==> src/rtl/dmem_arbiter.sv <==
// dmem_arbiter: fixed-priority core/aux arbiter for the single-port data memory with aux starvation guard
module dmem_arbiter #(
  parameter int XLEN         = 32,
  parameter int ADDR_W       = 9,
  parameter int STARVE_LIMIT = 4
) (
  input  logic              clock,
  input  logic              reset,
  input  logic              core_req,
  input  logic              core_we,
  input  logic [ADDR_W-1:0] core_addr,
  input  logic [XLEN-1:0]   core_wdata,
  output logic              core_gnt,
  output logic              core_stall,
  output logic              core_rvalid,
  output logic [XLEN-1:0]   core_rdata,
  input  logic              aux_req,
  input  logic              aux_we,
  input  logic [ADDR_W-1:0] aux_addr,
  input  logic [XLEN-1:0]   aux_wdata,
  output logic              aux_gnt,
  output logic              aux_rvalid,
  output logic [XLEN-1:0]   aux_rdata,
  output logic [ADDR_W-1:0] mem_address,
  output logic [XLEN-1:0]   mem_data,
  output logic              mem_wren,
  input  logic [XLEN-1:0]   mem_q,
  output logic [3:0]        starve_cnt
);
  localparam logic [3:0] LIMIT = 4'(STARVE_LIMIT);
  typedef enum logic [1:0] {OWN_NONE, OWN_CORE, OWN_AUX} owner_e;
  owner_e     owner_q, owner_d;
  logic [3:0] starve_q, starve_d;
  logic       force_aux;
  // winner selection, memory mux and next-state for the counter and read owner
  always_comb begin
    force_aux   = core_req & aux_req & (starve_q == LIMIT);
    core_gnt    = reset & core_req & ~force_aux;
    aux_gnt     = reset & aux_req & (~core_req | force_aux);
    core_stall  = core_req & force_aux;
    mem_address = core_gnt ? core_addr : aux_gnt ? aux_addr : '0;
    mem_data    = core_gnt ? core_wdata : aux_gnt ? aux_wdata : '0;
    mem_wren    = (core_gnt & core_we) | (aux_gnt & aux_we);
    starve_d    = (~aux_req | aux_gnt) ? 4'd0 : (starve_q == LIMIT) ? starve_q : starve_q + 4'd1;
    owner_d     = (core_gnt & ~core_we) ? OWN_CORE : (aux_gnt & ~aux_we) ? OWN_AUX : OWN_NONE;
  end
  // starvation count and owner of the read data returning next cycle
  always_ff @(posedge clock or negedge reset) begin
    if (!reset) begin
      starve_q <= 4'd0;
      owner_q  <= OWN_NONE;
    end else begin
      starve_q <= starve_d;
      owner_q  <= owner_d;
    end
  end
  assign core_rvalid = owner_q == OWN_CORE;
  assign aux_rvalid  = owner_q == OWN_AUX;
  assign core_rdata  = mem_q;
  assign aux_rdata   = mem_q;
  assign starve_cnt  = starve_q;
endmodule
==> config.mk <==
export PLATFORM = sky130hd
export DESIGN_NAME = dmem_arbiter
export DESIGN_NICKNAME = d
export VERILOG_FILES = /design/src/rtl/dmem_arbiter.sv
export SDC_FILE = /design/constraint.sdc
export NUM_CORES = 1
export LEC_CHECK = 0
export CAP_MARGIN = 20
export CORE_AREA = 3 3 91 93
export DETAILED_ROUTE_END_ITERATION = 8
export DIE_AREA = 0 0 94 96
export DONT_BUFFER_PORTS = 1
export PLACE_DENSITY = 0.3
export RECOVER_POWER = 100
export SKIP_LAST_GASP = 1
export SLEW_MARGIN = 20
export SYNTH_ARGS = -nofsm -noshare
export SYNTH_HDL_FRONTEND = slang
export SYNTH_SLANG_ARGS = --single-unit
==> constraint.sdc <==
create_clock -name clock -period 1.7 [get_ports clock]
set_input_delay 0.17 -clock clock [delete_from_list [all_inputs] [get_ports clock]]
set_output_delay 0.17 -clock clock [all_outputs]
set_load 0.005 [all_outputs]
==> results.cfg <==
[run_status]
status = finished with violations
violations = setup timing

[routing]
ant_nets = 0
wire_per_inst_um = 25.08
drt-total-wl_um = 4915
drc_errors = 0
vias = 937
via_per_inst = 4.781
dr.pass1.iters = 4
first_iter_violations = 27

[clock_network]
cts.reportedPaths.clkPinSlew_ns = 0.04
cts_made_buffers = 3
cts_buffer_depth = 2
cts_tree = yes
cts_max_level = 1
cts_sinks = 6
clock_latency_ns = 0.22
clock-root-buffer = clkbuf_8

[timing]
period_needed_ns = 1.815
timing.final.hold_violations = 0
fmax_mhz = 551.0
period_share_pct = 106.8
slew_viol_final = 0
rsz0062_at_grt = true
fin_tns_setup_ns = -3.850
finalSetupViolations = 43
worst_slew_pin_slew_ns = 0.4432
setup_slack_ns = -0.1148
slew_headroom_pct = 70.19
skew_ns = 0.002212

[worst_setup_path]
r2r_cells = 6
arrival_ns = 1.64
path_depth = 6
endpoint = mem_data[20]
slowest_stage = dfrtp_1
path_cells = inv_2 > ha_4 > and3b_4 > a21oi_4 > buf_12 > a22o_1
ff2ff_setup_slack_ns = 0.18
startpoint_type = register
critPathLaunch = starve_cnt[0]
rr_startpoint = starve_cnt[0]
cpPeakStageDelay_ns = 0.37
critical-path-top-delay-family = compound AO/OA/AOI/OAI gates
cp.required_ns = 1.53
crit_fanout = 17
timing.rr.end = starve_cnt[0]
criticalPathCategory = reg -> out
cp_num_buf_inv = 2
end_kind = primary output

[power_and_ir_drop]
power_w = 0.0006139
p_leak_nw = 0.4653
power_density_nw_per_um2 = 563.3
ir_drop_v = 0.0001671

[die]
die_y_um = 96
fp.coreArea_sq_um = 7607
ios = 235
num_rows = 32
initial_utilization_pct = 17.22
die_x_um = 94
die_area_sq_um = 9024

[place]
place_congestion = 0.6178
placed_area_sq_um = 974.7
port_buffers = 0
hpwlAfterDp_um = 4143
preCtsSetupSlack_ns = 0.04346

[worst_hold_path]
hp-class = in -> reg

[final_layout]
fin_area_sq_um = 1090
multi_input_area_sq_um = 599.3
num-fill-cells = 886
drive_gt1_share_pct = 27.66
seq_area_sq_um = 150.1
final_net_count = 218
num_antenna_cells = 0
area_growth_pct = -16.81

[synth]
syn_nets = 269
synth_cells = 147
synth_top_cell_by_area = buf_4
synth_warnings = 0
synth_compound_area_share_pct = 31.90
ys_ff_latch = 6
synthAdderAreaFrac_pct = 1.910
synth.area.top_cells = buf_4, a22o_1, dfrtp_1
avgSynthCellArea_sq_um = 8.912
synth_xor_area_share_pct = 1.337
netlist-cell-type-count = 21
yosysTopAreaCellShare_pct = 36.68
syn_area_sq_um = 1310
yosysSeqAreaShare_pct = 11.46
synthSimpleGateAreaFrac_pct = 7.450
synth_top_family_by_area = buffers and inverters
synth_mux_area_share_pct = 1.528

[grt]
grt_use_total_pct = 9.274
overflow = 0
grt_max_degree = 34
antenna_found_initial = 0
grt_pass1_wl_um = 5913
grt_pass1_vias = 871

[flow_run]
drv_cap = 0
## cell usage after synthesis
cell / number
a21oi_4: 2
nor2_1: 1
and3_1: 1
a22o_2: 2
and3b_4: 1
nand2_1: 2
a211oi_1: 1
nor3_1: 3
inv_1: 3
a21boi_0: 1
mux2i_1: 2
buf_4: 64
nor2b_1: 2
a22o_1: 40
nand3_1: 1
nand3b_4: 1
dfrtp_1: 6
ha_1: 2
buf_6: 8
xnor2_1: 2
and2b_1: 2
## metrics by stage
| step | util, % | hold slack [ns] | cells |
|---|---|---|---|
| 2_1_floorplan | - | -0.1256 | 147 |
| 3_3_place_gp | 12.81 | -0.1254 | 188 |
| 3_5_place_dp | 12.81 | -0.1254 | 188 |
| 4_1_cts | 14.59 | 0.1423 | 196 |
| 5_1_grt | 14.33 | 0.1371 | 196 |
| 6_report | 14.33 | 0.1373 | 196 |
## registers in the layout (all words and copies together) (netlist names)
name / flops
owner_q: 2
starve_cnt: 4
## layout make-up
type / count / share of cell area, %
repair buffers: 16 / 14.70
clock buffers: 3 / 3.789
inverters: 3 / 1.033
flip-flops and latches: 6 / 13.78
multi-input cells: 66 / 54.99
well taps: 102 / 11.71
## report_power, final
part / switching, W / internal (W) / leakage, nW
clock: 0.0000619 / 0.000152 / 0.0216
sequential: 0.00000802 / 0.000152 / 0.0813
combinational: 0.000121 / 0.000119 / 0.362
## worst min path at each step
stage             from       endpoint  slack (ns)  depth (start not counted)
3_5_place_dp     reset  starve_cnt[3]       -0.13                          0
6_report       aux_req  starve_cnt[2]        0.14                          2
2_1_floorplan    reset     owner_q[0]       -0.13                          0
3_3_place_gp     reset  starve_cnt[2]       -0.13                          0
4_1_cts        aux_req  starve_cnt[2]        0.14                          2
5_1_grt         aux_we     owner_q[1]        0.14                          1
## cell usage in the layout (no fill, tap or decap), types with 2 or more instances in the layout
cell type | Yosys | routed
a21oi_4 | 2 | 2
dfrtp_1 | 6 | 6
buf_6 | 8 | 2
nor3_1 | 3 | 3
xnor2_1 | 2 | 2
inv_2 | 0 | 2
nand2_1 | 2 | 2
and2b_1 | 2 | 2
buf_4 | 64 | 8
a22o_2 | 2 | 2
mux2i_1 | 2 | 2
clkbuf_8 | 0 | 3
buf_12 | 0 | 3
a22o_1 | 40 | 39
nor2b_1 | 2 | 2
clkbuf_1 | 0 | 2
## cells by family (layout without fill, tap and decap cells)
logic type / count (synthesis) / in the layout
simple gates: 14 / 14
xor+xnor: 2 / 2
mux: 2 / 2
compound gates: 46 / 46
buf+inv: 75 / 22
flops: 6 / 6
fa+ha+maj: 2 / 2
## per-layer routing
| metal | share of wire [%] | routed length, um | up-vias | global-route usage (%) |
|---|---|---|---|---|
| met5 | 0 | 0 | - | 0 |
| met4 | 1.4 | 70 | 0 | 2.647 |
| met3 | 15 | 722 | 11 | 5.082 |
| met2 | 49 | 2391 | 149 | 15.02 |
| met1 | 35 | 1731 | 415 | 10.54 |
| li1 | - | - | 362 | - |
## timing repair
item,in CTS,in global routing
hold endpoints to repair,6,0
setup endpoints to repair,44,44
buffers inserted,3,1
resized for setup,6,2
hold buffers,1,0
pin swaps,12,2
cloned,1,0
No activity file was read; power rests on OpenSTA's default activity.
